## src/rtl/cpu_types_pkg.sv

```systemverilog
// Shared CPU types for the MIPS pipeline: word type and branch-predictor helpers.
package cpu_types_pkg;

    typedef logic [31:0] word_t;

    // Weakly-taken counter value: MSB set, other bits clear; callers truncate to their width.
    function automatic logic [3:0] bp_cnt_weak_taken(input int unsigned cnt_w);
        return 4'(1) << (cnt_w - 1);
    endfunction

endpackage

```

## src/rtl/return_stack.sv

```systemverilog
// Circular return-address stack; when full, a push overwrites the oldest entry.
module return_stack
    import cpu_types_pkg::*;
#(
    parameter int unsigned DEPTH = 4
) (
    input  logic  CLK,
    input  logic  RST,
    input  logic  push,
    input  logic  pop,
    input  word_t push_addr,
    output word_t top,
    output logic  valid
);

    localparam int unsigned PTR_W = $clog2(DEPTH);

    logic [PTR_W-1:0] sp_q, sp_d;
    logic [PTR_W:0]   cnt_q, cnt_d;
    word_t            mem_q [DEPTH];
    word_t            mem_d [DEPTH];
    logic             empty, full;

    assign empty = (cnt_q == '0);
    assign full  = (cnt_q == (PTR_W + 1)'(DEPTH));

    always_comb begin
        sp_d  = sp_q;
        cnt_d = cnt_q;
        mem_d = mem_q;
        // Push+pop replaces the top in place unless there is no top to replace.
        if (push && (!pop || empty)) begin
            sp_d        = sp_q + 1'b1;
            mem_d[sp_d] = push_addr;
            cnt_d       = full ? cnt_q : cnt_q + 1'b1;
        end else if (push && pop) begin
            mem_d[sp_q] = push_addr;
        end else if (pop && !empty) begin
            sp_d  = sp_q - 1'b1;
            cnt_d = cnt_q - 1'b1;
        end
    end

    always_ff @(posedge CLK) begin
        if (RST) begin
            sp_q  <= '0;
            cnt_q <= '0;
            for (int i = 0; i < DEPTH; i++) begin
                mem_q[i] <= '0;
            end
        end else begin
            sp_q  <= sp_d;
            cnt_q <= cnt_d;
            mem_q <= mem_d;
        end
    end

    assign valid = !empty;
    assign top   = empty ? '0 : mem_q[sp_q];

endmodule

```

## src/rtl/branch_predictor.sv

```systemverilog
// BTB with saturating-counter direction prediction for fetch.
// Define BP_RAS_EN to add the return-address stack; otherwise ras_top/ras_valid are tied to 0.
module branch_predictor
    import cpu_types_pkg::*;
#(
    parameter int unsigned ENTRIES   = 16,
    parameter int unsigned CNT_W     = 2,
    parameter int unsigned RAS_DEPTH = 4
) (
    input  logic  CLK,
    input  logic  RST,
    input  word_t lu_pc,
    output logic  pred_hit,
    output logic  pred_taken,
    output word_t pred_target,
    input  logic  upd_en,
    input  word_t upd_pc,
    input  logic  upd_taken,
    input  word_t upd_target,
    input  logic  ras_push,
    input  word_t ras_push_addr,
    input  logic  ras_pop,
    output word_t ras_top,
    output logic  ras_valid
);

    localparam int unsigned IDX_W = $clog2(ENTRIES);
    localparam int unsigned TAG_W = 32 - IDX_W - 2;
    localparam logic [CNT_W-1:0] CNT_MAX = {CNT_W{1'b1}};
    localparam logic [CNT_W-1:0] BP_CNT_WEAK_TAKEN = CNT_W'(bp_cnt_weak_taken(CNT_W));

    typedef struct packed {
        logic             valid;
        logic [TAG_W-1:0] tag;
        word_t            target;
        logic [CNT_W-1:0] cnt;
    } btb_entry_t;

    btb_entry_t btb_q [ENTRIES];
    btb_entry_t btb_d [ENTRIES];

    logic [IDX_W-1:0] lu_idx, upd_idx;
    logic [TAG_W-1:0] upd_tag;
    btb_entry_t       lu_entry, upd_entry;
    logic             upd_hit;

    assign lu_idx   = lu_pc[IDX_W+1:2];
    assign lu_entry = btb_q[lu_idx];

    // Lookup reads registered state only; same-cycle updates appear next cycle.
    assign pred_hit    = lu_entry.valid && (lu_entry.tag == lu_pc[31:IDX_W+2]);
    assign pred_taken  = pred_hit && lu_entry.cnt[CNT_W-1];
    assign pred_target = pred_taken ? lu_entry.target : lu_pc + 32'd4;

    assign upd_idx   = upd_pc[IDX_W+1:2];
    assign upd_tag   = upd_pc[31:IDX_W+2];
    assign upd_entry = btb_q[upd_idx];
    assign upd_hit   = upd_entry.valid && (upd_entry.tag == upd_tag);

    always_comb begin
        btb_d = btb_q;
        if (upd_en) begin
            if (upd_hit) begin
                if (upd_taken) begin
                    btb_d[upd_idx].target = upd_target;
                    if (upd_entry.cnt != CNT_MAX) begin
                        btb_d[upd_idx].cnt = upd_entry.cnt + 1'b1;
                    end
                end else if (upd_entry.cnt != '0) begin
                    btb_d[upd_idx].cnt = upd_entry.cnt - 1'b1;
                end
            end else if (upd_taken) begin
                btb_d[upd_idx] = '{valid: 1'b1, tag: upd_tag, target: upd_target,
                                   cnt: BP_CNT_WEAK_TAKEN};
            end
        end
    end

    always_ff @(posedge CLK) begin
        if (RST) begin
            for (int i = 0; i < ENTRIES; i++) begin
                btb_q[i] <= '0;
            end
        end else begin
            btb_q <= btb_d;
        end
    end

    logic unused_pc_bits;
    assign unused_pc_bits = ^{upd_pc[1:0]};

`ifdef BP_RAS_EN
    return_stack #(
        .DEPTH (RAS_DEPTH)
    ) u_return_stack (
        .CLK       (CLK),
        .RST       (RST),
        .push      (ras_push),
        .pop       (ras_pop),
        .push_addr (ras_push_addr),
        .top       (ras_top),
        .valid     (ras_valid)
    );
`else
    localparam int unsigned UNUSED_RAS_DEPTH = RAS_DEPTH;
    logic unused_ras;
    assign unused_ras = ^{ras_push, ras_pop, ras_push_addr};
    assign ras_top    = '0;
    assign ras_valid  = 1'b0;
`endif

endmodule

```

## config.mk

```make
export PLATFORM = sky130hd
export DESIGN_NAME = branch_predictor
export DESIGN_NICKNAME = d
export VERILOG_FILES = /design/src/rtl/cpu_types_pkg.sv /design/src/rtl/return_stack.sv /design/src/rtl/branch_predictor.sv
export SDC_FILE = /design/constraint.sdc
export NUM_CORES = 2
export LEC_CHECK = 0
export CAP_MARGIN = 10
export CORE_MARGIN = 4
export CORE_UTILIZATION = 55
export DETAILED_ROUTE_END_ITERATION = 16
export PLACE_DENSITY = 0.81
export SLEW_MARGIN = 25
export SYNTH_ARGS = -nofsm -noshare
export SYNTH_HDL_FRONTEND = slang
export SYNTH_SLANG_ARGS = --single-unit
```

## constraint.sdc

```tcl
create_clock -name CLK -period 11.7 [get_ports CLK]
set_clock_uncertainty 0.1 [all_clocks]
set_input_delay 1.755 -clock CLK [delete_from_list [all_inputs] [get_ports CLK]]
set_output_delay 1.755 -clock CLK [all_outputs]
set_load 0.05 [all_outputs]
```

# Word level (Yosys, flattened, before mapping)
# Index checks and enable logic that the tools add are counted.
# classes
multipliers	0
n_bitwise	2
reduce_logical	8
n_shift	0
n_mux	22
n_eq_ne	3
n_addsub	3
n_div	0
order_cmp	3
# op_table
operator	n
2-to-1 mux 976 bit	5
bitwise mux 976 bit	4
demux 61 bit (select 4 bit)	3
binary-select mux 61 bit (select 4 bit)	2
2-to-1 mux 61 bit	5
== test 26 bit	2
2-to-1 mux 34 bit	1
adder 32 x 3 -> 32 bit, second input constant	1
2-to-1 mux 32 bit	1
>= comparator 5 bit, second input constant	2
NOT 4 -> 5 bit	2
nonzero test 2 bit	3
less-than comparator 5 x 1 -> 1 bit, second input constant	1
logical AND 1 bit	4
AND reduction 3 bit	1
adder 2 x 1 -> 2 bit, second input constant	1
2-to-1 mux 2 bit	1
!= test 2 bit, second input constant	1
subtractor 2 x 1 -> 2 bit, second input constant	1
# word_totals
memories	0
input_bits	134
mem_bits_rw	0
elab_cells	105
register_bits	976
mem_bits_ro	0
latch_bits	0
out_inout_bits	67

# Longest topological paths before layout
# logic_depth
word_depth	10
depth_mapped	18
depth_no_buf	10

# Worst setup path after synthesis
# Ideal clock, no wire load.
# synth_timing
kind	input -> output
start	input lu_pc[2]
end	output pred_taken
t_required_ns	9.845
stages	11
setup_slack_ns	3.096
path_buffers	4
arrival_time_ns	6.749
cell_sequence	buf_2 buf_2 buf_2 buf_2 mux4_2 a211oi_1 a21oi_1 xor2_1 or4_1 nor4_1 nor2b_1
# synth_via
elab_chain_cells	7
# synth_rtl
element	line_no	rtl
start: declaration	branch_predictor.sv:12	input word_t lu_pc,
NOT 4 -> 5 bit (not written as such) *	branch_predictor.sv:48	assign lu_entry = btb_q[lu_idx];
binary-select mux 61 bit (select 4 bit) *	branch_predictor.sv:48	
2-to-1 mux 61 bit (not written as such) * (2 in a row)	branch_predictor.sv:48	
== test 26 bit	branch_predictor.sv:51	assign pred_hit = lu_entry.valid && (lu_entry.tag == lu_pc[31:IDX_W+2]);
logical AND 1 bit *	branch_predictor.sv:51	
net pred_hit	branch_predictor.sv:13	output logic pred_hit,
logical AND 1 bit *	branch_predictor.sv:52	assign pred_taken = pred_hit && lu_entry.cnt[CNT_W-1];
end: declaration	branch_predictor.sv:14	output logic pred_taken,
# Mark *: on every way through the listed nets, which the timed path passes. The rest lies on a longest branch. The select of a mux whose other input is x is not followed.

# Worst setup path after layout
# layout_timing
start	input lu_pc[2]
end	output pred_target[13]
# layout_via
elab_chain_cells	8
elab_cells_between_ends	9
cone_classes	1 x add/sub; 1 x eq/ne; 4 x mux; 1 x bitwise; 2 x reduce/logical
# layout_rtl
element	line_no	rtl
NOT 4 -> 5 bit (not written as such)	branch_predictor.sv:48	
binary-select mux 61 bit (select 4 bit)	branch_predictor.sv:48	
2-to-1 mux 61 bit (not written as such) (2 in a row)	branch_predictor.sv:48	
== test 26 bit	branch_predictor.sv:51	
logical AND 1 bit	branch_predictor.sv:51	
logical AND 1 bit	branch_predictor.sv:52	
2-to-1 mux 32 bit *	branch_predictor.sv:53	assign pred_target = pred_taken ? lu_entry.target : lu_pc + 32'd4;
end: declaration	branch_predictor.sv:15	output word_t pred_target,
# Mark *: on every way between the ends. The rest lies on a longest branch, timed or not. The select of a mux whose other input is x is not followed.

==> flow_metrics.env <==
export IMPL_htree_num_levels=3
export IMPL_slew_headroom_pct=16.9
export IMPL_final_min_clock_period_ns=8.83
export IMPL_cts_buffers=97
export IMPL_cts_tree="yes"
export IMPL_core_area_um2=86900
export IMPL_min_path_type="flop to flop"
export IMPL_root_buffer="clkbuf_16"
export IMPL_hold_viol_final=0
export IMPL_clock_sinks=976
export IMPL_die_area_um2=92400
export IMPL_gp_congestion=0.966
export IMPL_min_period_over_period_pct=75.5
export IMPL_synth_flop_cell="dfxtp_1"
export IMPL_synth_top_area_share_pct=40.5
export IMPL_critPathRequiredTime_ns=9.85
export IMPL_clock_path_buffers=3
export IMPL_nNetsFinal=5369
export IMPL_cpPeakStageDelay_ns=0.71
export IMPL_crit_path_frequent_cell="buf_4"
export IMPL_path_max_fanout=71
export IMPL_syn_inst=5527
export IMPL_vias=44137
export IMPL_syn_avg_cell_area_um2=8.72
export IMPL_rsz0062_at_grt="no"
export IMPL_netlist_top_cells_area="dfxtp_1 41%, mux4_2 16%, nand2_1 12%"
export IMPL_wire_per_inst_um=26.7
export IMPL_ys_types=67
export IMPL_status="completed"
export IMPL_cts_hold_buffers=0
export IMPL_setup_tns_final_ns=0
export IMPL_ys_warn_count=0
export IMPL_ys_seq_area_share_pct=40.5
export IMPL_dp_cells=6287
export IMPL_nFillCells=6907
export IMPL_startpoint_type="input port"
export IMPL_crit_family="buffers and inverters"
export IMPL_synth_seq_cells=976
export IMPL_power_mw=7.34
export IMPL_clk_pin_slew_worst_paths_ns=0.06
export IMPL_final_cell_mix="1486 x nand2_1, 976 x dfxtp_1, 972 x a21oi_1, 436 x nand3_1, 353 x mux4_2"
export IMPL_worstPathArrival_ns=6.98
export IMPL_ant_nets=0
export IMPL_path_cells="buf_8 -> buf_4 -> mux4_2 -> mux2i_1 -> a21oi_1 -> xor2_1 -> nor4_1 -> nand3_1 -> nor3_4 -> buf_4 -> mux2_2 -> clkdlybuf4s50_1"
export IMPL_regMostFlops="btb_q"
export IMPL_grt_max_degree=222
export IMPL_overflow=0
export IMPL_crit_buf_inv=4
export IMPL_layout_commonest_cell="nand2_1"
export IMPL_synth_area_um2=48200
export IMPL_cts_setup_buffers=0
export IMPL_yosys_area_top_type="dfxtp_1"
export IMPL_rows=108
export IMPL_drt_iter0_markers=7596
export IMPL_wl_mm=173
export IMPL_start_util_pct=55.5
export IMPL_slew_viol_final=0
export IMPL_drive_gt1_share_pct=13.2
export IMPL_cap_violations=0
export IMPL_peakVddDrop_uv=175
export IMPL_reg_top3="btb_q x976"
export IMPL_async_reset_ff_share_pct=0
export IMPL_die_y_um=304
export IMPL_fmax_mhz=113
export IMPL_antenna_found_initial=16
export IMPL_final_cells=6473
export IMPL_worstMarginPinSlew_ns=1.25
export IMPL_cp_end_kind="output pin"
export IMPL_dp_hpwl_mm=93.3
export IMPL_grt_total_usage_pct=35.8
export IMPL_cts_resized=0
export IMPL_grt_pass1_vias=42632
export IMPL_io_buffers=131
export IMPL_fp_dieW_um=304
export IMPL_num_io_pins=201
export IMPL_setup_viol=0
export IMPL_synth_edf_count=0
export IMPL_avgViaCountPerCell=6.82
export IMPL_slowest_stage="clkdlybuf4s50_1"
export IMPL_power_density_nw_per_um2=139
export IMPL_area_delta_synth_final_pct=9.20
export IMPL_leakagePower_nw=17.0
export IMPL_grt_pass1_wl_mm=256
export IMPL_clock_latency_ns=0.72
export IMPL_drtPass1Iterations=9
export IMPL_largest_reg_flops=976
export IMPL_crit_type="input port to output pin"
export IMPL_post_route_drc_count=0
[Yosys cell counts (all sizes together) (26+ instances only)]
| cell type | count |
|---|---|
| nand2 | 1516 |
| dfxtp | 976 |
| a21oi | 973 |
| nand3 | 436 |
| clkbuf | 427 |
| mux4 | 353 |
| buf | 202 |
| mux2i | 142 |
| nor2 | 50 |
| xnor2 | 45 |
| xor2 | 42 |
| mux2 | 39 |
| and2 | 29 |
| inv | 28 |
| nor3 | 28 |
| a211oi | 26 |
[worst min-delay path, delay by kind of cell, from the launching register on]
| family | cells | cell delay, ns |
|---|---|---|
| AOI/OAI and AO/OA | 1 | 0.05 |
| DFF | 1 | 0.31 |
| and+or+nand+nor | 1 | 0.05 |
[metal layers]
layer  part of all wire (%)  track usage, %  vias up
met2                     42            52.4     3619
met5                   0.31            3.31        -
met1                     33            43.2    20803
met4                    7.9            23.7       20
li1                       -               -    18637
met3                     17            14.7     1058
[worst paths after layout]
kind,startpoint,end,slack [ns],cells after the start
setup / recovery,lu_pc[2],pred_target[13],2.87,12
hold reg to reg,btb_q[274],btb_q[274],0.35,2
hold / removal,btb_q[274],btb_q[274],0.35,2
setup reg to reg,btb_q[531],btb_q[118],5.86,12
[metrics by stage]
step                setup WS [ns]  util, %  instance area [um^2]  hold WS, ns
CTS                          2.97     60.5                 52500        0.353
detailed placement           2.98     56.6                 49100        0.344
floorplan                    3.10        -                 48300        0.333
global placement             2.67     56.5                 49100        0.338
global route                 2.61     60.6                 52600        0.365
finish                       2.87     60.6                 52600        0.351
[logic make-up (layout without fill, tap and decap cells)]
logic type	count (synthesis)	count (layout)	share of synthesized area [%]
other	1	44	0.00778
adders and majority gates	3	3	0.0779
muxes	534	534	20.4
and+or+nand+nor	2131	2131	18.6
xor gates and xnor gates	87	87	1.58
buffers and inverters	658	406	5.91
DFF	976	976	40.5
AOI/OAI and AO/OA	1137	1137	13.0
[where the power goes]
part	switching [mW]	leakage, nW	total (mW)	internal [mW]
logic	0.429	7.42	0.615	0.185
clock network	1.41	1.68	3.37	1.95
registers	0.0153	7.87	3.36	3.35
[area by class of cell]
cell class	instances	area [um^2]	share of cell area (%)
inverter	29	109	0.207
sequential	976	19500	37.1
antenna	11	27.5	0.0523
clock inverter	30	528	1.00
multi-input combinational	3925	26100	49.7
timing repair buffer	203	1970	3.74
tap	1155	1450	2.75
clock buffer	144	2880	5.46
No activity file was read; power rests on OpenSTA's default activity.
